## src/rtl/conv_encoder_param.sv

```systemverilog
// Framed rate-1/N_OUT feed-forward convolutional encoder: encodes L information
// bits, then appends K-1 zero tail bits, behind a backpressured output register.
module conv_encoder_param #(
  parameter int                 K           = 3,
  parameter int                 N_OUT       = 2,
  parameter logic [N_OUT*K-1:0] G_POLY      = 6'b101_111,
  parameter int                 FRAME_LEN_W = 16
) (
  input  logic                   i_clk,
  input  logic                   i_rst_n,
  input  logic                   i_start,
  input  logic [FRAME_LEN_W-1:0] i_frame_len,
  input  logic                   i_valid,
  input  logic                   i_data,
  output logic                   o_ready,
  output logic [N_OUT-1:0]       o_data,
  output logic                   o_valid,
  input  logic                   i_ready,
  output logic                   o_last,
  output logic                   o_busy
);

  typedef enum logic [1:0] {
    ST_IDLE   = 2'd0,
    ST_ENCODE = 2'd1,
    ST_FLUSH  = 2'd2
  } state_e;

  localparam logic [FRAME_LEN_W-1:0] CNT_ZERO = '0;
  localparam logic [FRAME_LEN_W-1:0] CNT_ONE  = FRAME_LEN_W'(1);
  localparam logic [FRAME_LEN_W-1:0] TAIL_LEN = FRAME_LEN_W'(K - 1);

  // Tap vector is {din, sr[0], ..., sr[K-2]}; generator j occupies G_POLY[j*K +: K].
  function automatic logic [N_OUT-1:0] encode_symbol(input logic din, input logic [K-2:0] sr);
    logic [K-1:0]     taps;
    logic [N_OUT-1:0] sym;
    taps[K-1] = din;
    for (int i = 0; i < K - 1; i++) begin
      taps[K-2-i] = sr[i];
    end
    for (int j = 0; j < N_OUT; j++) begin
      sym[j] = ^(taps & G_POLY[j*K +: K]);
    end
    return sym;
  endfunction

  function automatic logic [K-2:0] shift_in(input logic din, input logic [K-2:0] sr);
    return {sr[K-3:0], din};
  endfunction

  state_e                 state_q, state_d;
  logic [K-2:0]           sr_q, sr_d;
  logic [FRAME_LEN_W-1:0] bit_cnt_q, bit_cnt_d;
  logic [FRAME_LEN_W-1:0] tail_cnt_q, tail_cnt_d;
  logic [FRAME_LEN_W-1:0] len_q, len_d;
  logic [N_OUT-1:0]       o_data_q, o_data_d;
  logic                   o_valid_q, o_valid_d;
  logic                   o_last_q, o_last_d;
  logic                   out_free_s;
  logic                   ready_s;

  assign out_free_s = !o_valid_q || i_ready;
  assign ready_s    = (state_q == ST_ENCODE) && out_free_s;

  // Next-state, shift register, counters and output-register load
  always_comb begin
    state_d    = state_q;
    sr_d       = sr_q;
    bit_cnt_d  = bit_cnt_q;
    tail_cnt_d = tail_cnt_q;
    len_d      = len_q;
    o_data_d   = o_data_q;
    o_valid_d  = o_valid_q & ~i_ready;
    o_last_d   = o_last_q & ~i_ready;
    case (state_q)
      ST_IDLE: begin
        if (i_start && (i_frame_len != CNT_ZERO)) begin
          len_d      = i_frame_len;
          sr_d       = '0;
          bit_cnt_d  = CNT_ZERO;
          tail_cnt_d = CNT_ZERO;
          state_d    = ST_ENCODE;
        end else begin
          state_d = ST_IDLE;
        end
      end
      ST_ENCODE: begin
        if (i_valid && ready_s) begin
          o_data_d  = encode_symbol(i_data, sr_q);
          o_valid_d = 1'b1;
          sr_d      = shift_in(i_data, sr_q);
          bit_cnt_d = bit_cnt_q + CNT_ONE;
          if ((bit_cnt_q + CNT_ONE) == len_q) begin
            state_d = ST_FLUSH;
          end else begin
            state_d = ST_ENCODE;
          end
        end else begin
          state_d = ST_ENCODE;
        end
      end
      ST_FLUSH: begin
        // Tail bits are zeros pushed through the same symbol path.
        if ((tail_cnt_q != TAIL_LEN) && out_free_s) begin
          o_data_d   = encode_symbol(1'b0, sr_q);
          o_valid_d  = 1'b1;
          sr_d       = shift_in(1'b0, sr_q);
          tail_cnt_d = tail_cnt_q + CNT_ONE;
          o_last_d   = ((tail_cnt_q + CNT_ONE) == TAIL_LEN);
        end else if (o_valid_q && o_last_q && i_ready) begin
          state_d = ST_IDLE;
        end else begin
          state_d = ST_FLUSH;
        end
      end
      default: begin
        state_d = ST_IDLE;
      end
    endcase
  end

  // State and output registers
  always_ff @(posedge i_clk or negedge i_rst_n) begin
    if (!i_rst_n) begin
      state_q    <= ST_IDLE;
      sr_q       <= '0;
      bit_cnt_q  <= CNT_ZERO;
      tail_cnt_q <= CNT_ZERO;
      len_q      <= CNT_ZERO;
      o_data_q   <= '0;
      o_valid_q  <= 1'b0;
      o_last_q   <= 1'b0;
    end else begin
      state_q    <= state_d;
      sr_q       <= sr_d;
      bit_cnt_q  <= bit_cnt_d;
      tail_cnt_q <= tail_cnt_d;
      len_q      <= len_d;
      o_data_q   <= o_data_d;
      o_valid_q  <= o_valid_d;
      o_last_q   <= o_last_d;
    end
  end

  assign o_ready = ready_s;
  assign o_data  = o_data_q;
  assign o_valid = o_valid_q;
  assign o_last  = o_last_q;
  assign o_busy  = (state_q != ST_IDLE);

endmodule

```

## config.mk

```make
export PLATFORM = sky130hd
export DESIGN_NAME = conv_encoder_param
export DESIGN_NICKNAME = d
export VERILOG_FILES = /design/src/rtl/conv_encoder_param.sv
export SDC_FILE = /design/constraint.sdc
export NUM_CORES = 1
export LEC_CHECK = 0
export BUFFER_PORTS_ARGS = -buffer_cell sky130_fd_sc_hd__buf_2
export CAP_MARGIN = 5
export CORE_MARGIN = 2
export CORE_UTILIZATION = 45
export DETAILED_ROUTE_END_ITERATION = 16
export MAX_ROUTING_LAYER = met4
export PLACE_DENSITY = 0.6
export SLEW_MARGIN = 25
export SYNTH_ARGS = -nofsm -noshare
export SYNTH_HDL_FRONTEND = slang
export SYNTH_SLANG_ARGS = --single-unit
```

## constraint.sdc

```tcl
create_clock -name i_clk -period 3.1 [get_ports i_clk]
set_clock_uncertainty 0.05 [all_clocks]
set_input_delay 0.31 -clock i_clk [delete_from_list [all_inputs] [get_ports i_clk]]
set_output_delay 0.31 -clock i_clk [all_outputs]
set_load 0.01 [all_outputs]
```

==> results of run 1 <==
## sequential cells by signal, indices dropped and copies added, names as in the netlist
register and flops:
tail_cnt_q 16, bit_cnt_q 16, o_valid 1, state_q 2, o_data 2, o_last 1
sr_q 2, len_q 16
## worst paths after layout
kind,start,to,depth (start not counted)
max,bit_cnt_q[0]$_DFFE_PN0P_,state_q[0]$_DFFE_PN0P_,8
min,i_frame_len[4],len_q[4]$_DFFE_PN0P_,2
max reg2reg,bit_cnt_q[0]$_DFFE_PN0P_,state_q[0]$_DFFE_PN0P_,8
min reg2reg,o_data[0]$_DFFE_PN0P_,o_data[0]$_DFFE_PN0P_,2
max in group asynchronous,i_rst_n,len_q[9]$_DFFE_PN0P_,3
min in group asynchronous,i_rst_n,len_q[6]$_DFFE_PN0P_,2
## worst max-delay path, stage by stage, from the launching register on
cell and delay [ps]:
sky130_fd_sc_hd__dfrtp_1 470, sky130_fd_sc_hd__ha_1 220, sky130_fd_sc_hd__and4_2 310, sky130_fd_sc_hd__nand3_2 150, sky130_fd_sc_hd__or4b_1 510, sky130_fd_sc_hd__o211ai_1 100
sky130_fd_sc_hd__a21oi_1 100, sky130_fd_sc_hd__a2111oi_2 470, sky130_fd_sc_hd__o21ai_0 130
## cell families after synthesis
family / synth area share, %
adder cells (fa/ha/maj): 2.78
XOR/XNOR: 5.59
AO/OA/AOI/OAI: 16.8
buffers and inverters: 4.41
AND/OR/NAND/NOR: 24.2
multiplexers: 7.33
flip-flops: 38.9
## repair_timing
action / CTS / global route
hold endpoints to repair: 19 / 0
endpoints found under the setup margin: 0 / 0
hold buffers: 1 / 0
## metal layers
metal	vias up	routed length, um
met1	1402	3810
li1	1484	-
met5	-	0
met4	0	26
met3	2	218
met2	30	3920
## placed cells by master, fill, tap and decap left out, types with 12 or more instances in the layout
cell                       n
sky130_fd_sc_hd__dfrtp_1  56
sky130_fd_sc_hd__nor3_1   16
sky130_fd_sc_hd__buf_2    27
sky130_fd_sc_hd__nand2_1  40
sky130_fd_sc_hd__inv_1    14
sky130_fd_sc_hd__mux2_2   19
sky130_fd_sc_hd__nand3_1  12
sky130_fd_sc_hd__nor2_1   24
sky130_fd_sc_hd__a21oi_1  13
sky130_fd_sc_hd__o21ai_0  44
sky130_fd_sc_hd__xnor2_1  19
## cell type report
class                           instances  area, um^2
Fill cell                             738        3800
Multi-Input combinational cell        307        2040
Sequential cell                        56        1400
Timing Repair Buffer                   37         225
Tap cell                              102         128
Clock buffer                            5        68.8
Inverter                               14        52.6
Clock inverter                          2        12.5
## synth_stat cells, types with 3 or more instances
library cell / number / area [um^2]
sky130_fd_sc_hd__buf_2: 6 / 30.0
sky130_fd_sc_hd__dfrtp_1: 56 / 1400
sky130_fd_sc_hd__o41ai_1: 3 / 26.3
sky130_fd_sc_hd__mux2_2: 19 / 214
sky130_fd_sc_hd__nand3b_1: 4 / 30.0
sky130_fd_sc_hd__nand2_1: 40 / 150
sky130_fd_sc_hd__xor2_1: 4 / 35.0
sky130_fd_sc_hd__xnor2_1: 19 / 166
sky130_fd_sc_hd__a22o_1: 7 / 61.3
sky130_fd_sc_hd__o211ai_1: 5 / 37.5
sky130_fd_sc_hd__nand2b_1: 8 / 50.1
sky130_fd_sc_hd__and2_1: 3 / 18.8
sky130_fd_sc_hd__and4_1: 3 / 26.3
sky130_fd_sc_hd__o21ai_0: 44 / 220
sky130_fd_sc_hd__inv_1: 14 / 52.6
sky130_fd_sc_hd__nand4_1: 6 / 37.5
sky130_fd_sc_hd__nor2_1: 24 / 90.1
sky130_fd_sc_hd__ha_1: 8 / 100
sky130_fd_sc_hd__mux2i_1: 5 / 50.1
sky130_fd_sc_hd__o31ai_1: 8 / 60.1
sky130_fd_sc_hd__and3_1: 7 / 43.8
sky130_fd_sc_hd__nand3_1: 12 / 60.1
sky130_fd_sc_hd__a21o_1: 5 / 37.5
sky130_fd_sc_hd__a21oi_1: 13 / 65.1
sky130_fd_sc_hd__nor4_1: 7 / 43.8
sky130_fd_sc_hd__nor3_1: 16 / 80.1
sky130_fd_sc_hd__clkbuf_1: 14 / 52.6
sky130_fd_sc_hd__nor2b_1: 4 / 25.0
## stage by stage
step	worst slack, ps	hold WS (ps)
2_1_floorplan	657	-35.6
3_3_place_gp	582	257
3_5_place_dp	473	260
4_1_cts	481	189
5_1_grt	258	189
6_report	463	197
## report_power, final
group / internal, mW / switching, mW
clock network: 0.154 / 0.241
logic: 0.468 / 0.429
registers: 0.901 / 0.234
==> reports/summary.md, run 1 <==
### STA
- **setup-violating endpoint count in the final report** 0
- **Sum Neg Setup Slack** 0 ps
- **Final Hold Violating Endpoints** 0
- **setup repair after global routing missed its margin** false
- **Final period util** 85.1%
- **tightest slew margin relative to the limit** 66.2%
- **Final Critical Period** 2640 ps
- **Final Max Slew Viols** 0
- **Slew @ Worst Pin** 507 ps
- **timing-limited maximum frequency** 379 MHz

### Place
- **Detailed Place HPWL** 5910 um
- **number of cells in the design after placement** 515
- **Routability Congestion** 0.829
- **area of placed instances** 3840 um^2
- **count of buffers from port buffering** 27

### GRT
- **met2 usage in global routing** 32.1%
- **remaining global-route overflow** 0
- **met1 capacity usage during global routing** 26.2%
- **wire length of the first global-routing pass** 13400 um
- **busiest metal layer after global routing** met2
- **overall track demand over capacity in global routing** 19.6%
- **number of antenna violations at the first check in global routing** 0
- **vias in the first global route** 2745
- **met3 GRT Util** 3.30%
- **largest net degree at the start of global routing** 32

### Status
- **outcome** finished clean

### Yosys
- **proportion of register bits with asynchronous set or reset after synthesis** 100%
- **register bit count reported by yosys** 56
- **commonest register cell after synthesis** sky130_fd_sc_hd__dfrtp_1
- **net count of the mapped netlist** 431
- **summed instance area of the synthesized netlist** 3600 um^2
- **number of flops mapped to enable cells by yosys** 0
- **Post-Synthesis Mean Instance Area** 8.99 um^2
- **number of warning messages in the yosys log** 0
- **number of distinct standard cells referenced by the synthesized netlist** 57
- **count of mapped cells out of synthesis** 401
- **sequential cell area fraction in the yosys report** 38.9%

### Die
- **number of placement rows** 32
- **Die Area** 8740 um^2
- **I/O pin count** 28
- **Die X** 93.5 um
- **overall die height** 93.5 um
- **placeable core region** 7730 um^2
- **initial standard-cell utilization of the core** 46.6%

### Worst setup path
- **crit path max fanout** 6
- **worst setup slack for register-to-register paths** 460 ps
- **class of the most critical setup path** flop to flop
- **Arrival @ worst endpoint** 2770 ps
- **critical path required time** 3230 ps
- **nature of the critical path endpoint** flop
- **startpoint type of the worst setup path** flop

### Drt
- **remaining routing DRC violations** 0
- **post-detailed-route count of antenna-violating nets** 0
- **first drt pass iteration count** 4
- **routed wirelength normalized by instance count** 15.3 um
- **overall routed net length** 7980 um
- **violation count after the first detailed-route iteration** 140
- **via count** 2918
- **via count normalized by instance count** 5.58

### Cells and area
- **post-layout utilization of the core** 50.9%
- **number of nets in the layout** 451
- **final non-filler cell area** 3930 um^2
- **proportion of layout cells with a drive suffix above 1** 18.3%
- **area growth from synthesis to layout** 9.10%
- **final standard cell count with taps included and fillers excluded** 523
- **Ant. Diodes** 0

### Clock tree
- **clock tree sinks** 56
- **CTS H-tree depth** 2
- **Clock Tree Buf Depth** 2
- **clock transition at the registers of the reported paths** 100 ps
- **count of cells resized by post-cts repair** 0
- **root cell of the clock tree** sky130_fd_sc_hd__clkbuf_8
- **source-to-sink clock delay at the later pin of the worst-skew pair** 310 ps
- **TritonCTS clock tree** built
- **number of buffers created by CTS** 5
- **count of buffers added by post-CTS timing repair for setup** 0

### Power
- **PwrDens** 617 nW/um^2
- **maximum vdd drop** 239 uV
- **Leakage** 1.63 nW
- **Power Total** 2.43 mW

### Hold path
- **worst hold path class** primary input to flop

### Run
- **count of max-cap constraint violations** 0

No activity file was read; power rests on OpenSTA's default activity.
==> run 2: changes to the inputs <==
Settings changed: CELL_PAD_IN_SITES_DETAIL_PLACEMENT set to 2, CELL_PAD_IN_SITES_GLOBAL_PLACEMENT set to 2, CORE_UTILIZATION 45 to 38, PLACE_DENSITY 0.6 to 0.77.
==> reports/summary.md, run 2 (synthesized netlist as in run 1, its figures left out) <==
### Die
- **initial standard-cell utilization of the core** 39.0%, -7.6 points
- **overall die height** 101 um, +8.4%
- **Die Area** 10300 um^2, +18%
- **number of placement rows** 35, +9.4%
- **I/O pin count** 28, unchanged
- **Die X** 101 um, +8.4%
- **placeable core region** 9240 um^2, +20%

### STA
- **Final period util** 87.0%, +1.9 points
- **Final Hold Violating Endpoints** 0, unchanged
- **Final Critical Period** 2700 ps, +59.3 ps
- **Slew @ Worst Pin** 649 ps, +142 ps
- **setup slack after layout** 403 ps, -59.3 ps
- **Final Max Slew Viols** 0, unchanged
- **timing-limited maximum frequency** 371 MHz, -2.2%
- **setup repair after global routing missed its margin** false
- **setup-violating endpoint count in the final report** 0, unchanged
- **Sum Neg Setup Slack** 0 ps, unchanged
- **tightest slew margin relative to the limit** 56.3%, -9.9 points

### Clock tree
- **clock tree sinks** 56, unchanged
- **number of buffers created by CTS** 5, unchanged
- **source-to-sink clock delay at the later pin of the worst-skew pair** 320 ps, about the same
- **root cell of the clock tree** sky130_fd_sc_hd__clkbuf_8
- **TritonCTS clock tree** built
- **clock transition at the registers of the reported paths** 110 ps, about the same
- **Clock Tree Buf Depth** 2, unchanged
- **CTS H-tree depth** 2, unchanged

### Cells and area
- **Register Area** 1400 um^2, unchanged
- **Ant. Diodes** 0, unchanged
- **post-layout utilization of the core** 43.9%, -6.9 points
- **largest registers in the final layout** bit_cnt_q x16, len_q x16, tail_cnt_q x16
- **Multi-input gate area** 2040 um^2, unchanged
- **commonest non-fill, non-tap cell in the layout** sky130_fd_sc_hd__dfrtp_1
- **number of nets in the layout** 453, +0.44%
- **most used cells in the layout excluding fill and tap cells** 56 x sky130_fd_sc_hd__dfrtp_1, 44 x sky130_fd_sc_hd__o21ai_0, 40 x sky130_fd_sc_hd__nand2_1
- **proportion of layout cells with a drive suffix above 1** 18.9%, +0.58 points
- **layout filler cell count** 1035, +40%
- **area growth from synthesis to layout** 12.7%

### GRT
- **met1 capacity usage during global routing** 27.9%, +1.7 points
- **number of antenna violations at the first check in global routing** 0, unchanged
- **largest net degree at the start of global routing** 47, +47%
- **remaining global-route overflow** 0, unchanged
- **met3 GRT Util** 2.07%, -1.2 points
- **wire length of the first global-routing pass** 18100 um, +35%
- **overall track demand over capacity in global routing** 23.3%, +3.7 points
- **met2 usage in global routing** 42.7%, +11 points
- **vias in the first global route** 3416, +24%
- **busiest metal layer after global routing** met2

### Worst setup path
- **class of the most critical setup path** flop to flop
- **Arrival @ worst endpoint** 2840 ps, +70 ps
- **startpoint type of the worst setup path** flop
- **critical path required time** 3240 ps, about the same
- **nature of the critical path endpoint** flop
- **crit path max fanout** 5, -1

### Drt
- **remaining routing DRC violations** 0, unchanged
- **post-detailed-route count of antenna-violating nets** 0, unchanged
- **routed wirelength normalized by instance count** 19.4 um, +27%
- **first drt pass iteration count** 4, unchanged
- **via count** 3124, +7.1%
- **violation count after the first detailed-route iteration** 92, -34%
- **via count normalized by instance count** 5.65, +1.3%
- **overall routed net length** 10700 um, +35%

### Power
- **Leakage** 1.68 nW, +3.0%
- **maximum vdd drop** 232 uV, -2.8%
- **Power Total** 2.80 mW, +15%
- **PwrDens** 690 nW/um^2, +12%

### Place
- **Detailed Place HPWL** 7700 um, +30%
- **count of buffers from port buffering** 27, unchanged
- **Routability Congestion** 0.777, -6.3%
- **post-placement worst setup slack** 405 ps, -67.8 ps

### Status
- **outcome** finished clean

### Run
- **count of max-cap constraint violations** 0, unchanged

### Hold path
- **worst hold path class** primary input to flop

run 2: layout make-up:
| cell class | count | share of cell area (%) |
|---|---|---|
| multi-input combinational | 307 | 50.3 |
| timing repair buffer | 39 | 5.98 |
| clock inverter | 3 | 2.22 |
| clock buffer | 5 | 1.69 |
| inverter | 14 | 1.29 |
| sequential | 56 | 34.5 |
| tap | 129 | 3.98 |
run 2: what timing repair did:
item | 4_1_cts | 5_1_grt
resized for setup | 0 | 0
hold buffers | 1 | 0
setup endpoints to repair | 0 | 0
buffers inserted | 0 | 0
endpoints found under the hold margin | 44 | 0
run 2: metal layers:
metal	up-vias	wire length, um
met5	-	0
met4	0	61
met3	4	102
met2	21	5880
met1	1611	4710
li1	1488	-
run 2: worst paths after layout:
kind | startpoint | to | slack (ps) | cells after the start
max in group asynchronous | i_rst_n | tail_cnt_q[9]$_DFFE_PN0P_ | 1920 | 3
worst min-delay path | i_frame_len[5] | len_q[5]$_DFFE_PN0P_ | 180 | 2
worst max register to register | bit_cnt_q[0]$_DFFE_PN0P_ | state_q[0]$_DFFE_PN0P_ | 400 | 8
min in group asynchronous | i_rst_n | len_q[5]$_DFFE_PN0P_ | 490 | 2
worst max-delay path | bit_cnt_q[0]$_DFFE_PN0P_ | state_q[0]$_DFFE_PN0P_ | 400 | 8
worst min register to register | sr_q[1]$_DFFE_PN0P_ | sr_q[1]$_DFFE_PN0P_ | 440 | 2
run 2: worst max-delay path, cell delays in order, from the launching register on:
cell and delay (ps):
sky130_fd_sc_hd__dfrtp_1 490, sky130_fd_sc_hd__ha_1 230, sky130_fd_sc_hd__nand3_1 150, sky130_fd_sc_hd__xnor2_1 180
sky130_fd_sc_hd__or4_1 550, sky130_fd_sc_hd__nor4_2 240, sky130_fd_sc_hd__o211ai_1 150, sky130_fd_sc_hd__a2111oi_2 410
sky130_fd_sc_hd__o21ai_0 130
run 2: metrics by stage:
stage / cells / instance area (um^2) / hold slack, ps
after floorplan: 401 / 3600 / -35.6
after global placement: 544 / 3890 / 411
after detailed placement: 544 / 3890 / 319
after CTS: 553 / 4060 / 175
after global routing: 553 / 4060 / 180
final: 553 / 4060 / 184
run 2: where the power goes:
part           switching, mW  internal [mW]
Clock                  0.259          0.404
Sequential             0.244          0.900
Combinational          0.517          0.477
Total                   1.02           1.78
==> run 3: changes to the inputs <==
Settings changed: CORE_UTILIZATION 38 to 34, PLACE_DENSITY 0.77 to 0.73.
Clock period 3.1 ns to 2.4 ns, I/O delays scaled along.
==> reports/summary.md, run 3 (synthesized netlist as in run 1, its figures left out) <==
### Status
- **outcome** finished clean

### Cells and area
- **final non-filler cell area** 4290 um^2, +5.8%
- **Ant. Diodes** 0, unchanged
- **layout filler cell count** 1172, +13%
- **Multi-input gate area** 2120 um^2, +3.6%
- **commonest non-fill, non-tap cell in the layout** sky130_fd_sc_hd__dfrtp_1
- **number of nets in the layout** 481, +6.2%
- **most used cells in the layout excluding fill and tap cells** 56 x sky130_fd_sc_hd__dfrtp_1, 42 x sky130_fd_sc_hd__o21ai_0, 40 x sky130_fd_sc_hd__nand2_1
- **Register Area** 1400 um^2, unchanged
- **largest registers in the final layout** bit_cnt_q x16, len_q x16, tail_cnt_q x16
- **area growth from synthesis to layout** 19.2%
- **proportion of layout cells with a drive suffix above 1** 25.3%, +6.4 points

### Clock tree
- **clock tree sinks** 56, unchanged
- **source-to-sink clock delay at the later pin of the worst-skew pair** 320 ps, about the same
- **number of buffers created by CTS** 5, unchanged
- **CTS H-tree depth** 2, unchanged
- **Clock Tree Buf Depth** 2, unchanged
- **root cell of the clock tree** sky130_fd_sc_hd__clkbuf_8
- **clock transition at the registers of the reported paths** 100 ps, about the same
- **TritonCTS clock tree** built

### Worst setup path
- **critical path required time** 2610 ps, -630 ps
- **class of the most critical setup path** flop to flop
- **crit path max fanout** 6, +1
- **Arrival @ worst endpoint** 2580 ps, -260 ps
- **startpoint type of the worst setup path** flop
- **nature of the critical path endpoint** flop

### STA
- **setup-violating endpoint count in the final report** 0, unchanged
- **Final Critical Period** 2370 ps, -331 ps
- **Slew @ Worst Pin** 398 ps, -251 ps
- **worst hold slack** 116 ps, -68.0 ps
- **Final period util** 98.6%, +12 points
- **Final Hold Violating Endpoints** 0, unchanged
- **setup repair after global routing missed its margin** true
- **Final Max Slew Viols** 0, unchanged
- **timing-limited maximum frequency** 423 MHz, +14%
- **tightest slew margin relative to the limit** 73.5%, +17 points

### Drt
- **via count** 3234, +3.5%
- **violation count after the first detailed-route iteration** 76, -17%
- **first drt pass iteration count** 4, unchanged
- **overall routed net length** 10900 um, +1.5%
- **remaining routing DRC violations** 0, unchanged
- **via count normalized by instance count** 5.51, -2.5%
- **routed wirelength normalized by instance count** 18.6 um, -4.3%
- **post-detailed-route count of antenna-violating nets** 0, unchanged

### GRT
- **remaining global-route overflow** 0, unchanged
- **wire length of the first global-routing pass** 18000 um, -0.23%
- **number of antenna violations at the first check in global routing** 0, unchanged
- **overall track demand over capacity in global routing** 20.6%, -2.7 points
- **vias in the first global route** 3506, +2.6%
- **largest net degree at the start of global routing** 32, -32%

### Die
- **initial standard-cell utilization of the core** 34.9%, -4.1 points
- **Die X** 107 um, +5.5%
- **overall die height** 107 um, +5.5%
- **I/O pin count** 28, unchanged
- **Die Area** 11400 um^2, +11%
- **placeable core region** 10300 um^2, +12%
- **number of placement rows** 37, +5.7%

### Place
- **Routability Congestion** 0.788, +1.5%
- **Detailed Place HPWL** 8200 um, +6.5%
- **area of placed instances** 4100 um^2, +5.4%
- **count of buffers from port buffering** 27, unchanged

### Run
- **count of max-cap constraint violations** 0, unchanged

### Hold path
- **worst hold path class** primary input to flop

### Power
- **sequential share of power** 39.5%, -1.3 points
- **maximum vdd drop** 310 uV, +33%
- **internal cell power** 2.20 mW, +23%
- **PwrDens** 837 nW/um^2, +21%
- **combinational cell fraction of total power** 46.1%, +11 points
- **Sw Share** 38.9%, +2.5 points
- **share of power burned in the clock network** 14.4%, -9.3 points
- **NetSw** 1.40 mW, +37%
- **Leakage** 1.80 nW, +7.1%

==> run 3: critical path: stages (launching register included) <==
cell	delay, ps
sky130_fd_sc_hd__dfrtp_1	440
sky130_fd_sc_hd__buf_4	160
sky130_fd_sc_hd__nand3_4	80
sky130_fd_sc_hd__or4_2	580
sky130_fd_sc_hd__a21oi_2	140
sky130_fd_sc_hd__o21ai_0	110
sky130_fd_sc_hd__a32o_2	270
sky130_fd_sc_hd__a2111oi_4	310
sky130_fd_sc_hd__o31a_1	170
==> run 3: power by group through the flow <==
| stage | clock, mW | combinational (mW) | sequential (mW) |
|---|---|---|---|
| floorplan | 0 | 1.05 | 1.33 |
| global placement | 0 | 1.44 | 1.41 |
| detailed placement | 0 | 1.52 | 1.43 |
| CTS | 0.541 | 1.55 | 1.41 |
| global route | 0.579 | 1.83 | 1.45 |
| finish | 0.519 | 1.66 | 1.42 |
==> run 3: what timing repair did <==
action	4_1_cts	5_1_grt
buffers inserted	0	4
pin swaps	3	1
gates resized for setup	4	10
setup endpoints to repair	2	6
hold buffers	1	0
hold endpoints to repair	14	0
==> run 3: area by class of cell <==
class,count,share of cell area [%]
Inverter,14,1.22
Tap cell,136,3.96
Sequential cell,56,32.6
Clock inverter,1,0.117
Timing Repair Buffer,67,11.1
Multi-Input combinational cell,307,49.3
Clock buffer,6,1.69
==> run 3: final timing paths <==
path,start,end,slack [ps],depth (start not counted)
max,bit_cnt_q[0]$_DFFE_PN0P_,state_q[1]$_DFFE_PN0P_,30,8
min,i_frame_len[13],len_q[13]$_DFFE_PN0P_,120,2
max reg2reg,bit_cnt_q[0]$_DFFE_PN0P_,state_q[1]$_DFFE_PN0P_,30,8
min reg2reg,o_data[0]$_DFFE_PN0P_,o_data[0]$_DFFE_PN0P_,450,2
max in group asynchronous,i_rst_n,bit_cnt_q[0]$_DFFE_PN0P_,1330,3
min in group asynchronous,i_rst_n,len_q[11]$_DFFE_PN0P_,320,2
==> run 3: metrics by stage <==
step | std cells | setup WS [ps] | utilization, % | TNS (ps) | power (mW)
4_1_cts | 583 | 4.53 | 40.8 | 0 | 3.51
3_3_place_gp | 575 | 55.3 | 39.7 | 0 | 2.85
3_5_place_dp | 575 | -64.6 | 39.7 | -104 | 2.95
6_report | 587 | 33.9 | 41.6 | 0 | 3.59
5_1_grt | 587 | -134 | 41.6 | -264 | 3.86
2_1_floorplan | 401 | 45.5 | - | 0 | 2.39
==> run 3: layer usage <==
metal | GRT usage, % | vias to the layer above | wire [um]
met2 | 37.7 | 26 | 5890
li1 | - | 1543 | -
met4 | 5.10 | 0 | 195
met1 | 23.9 | 1653 | 4640
met3 | 2.67 | 12 | 181
met5 | - | - | 0
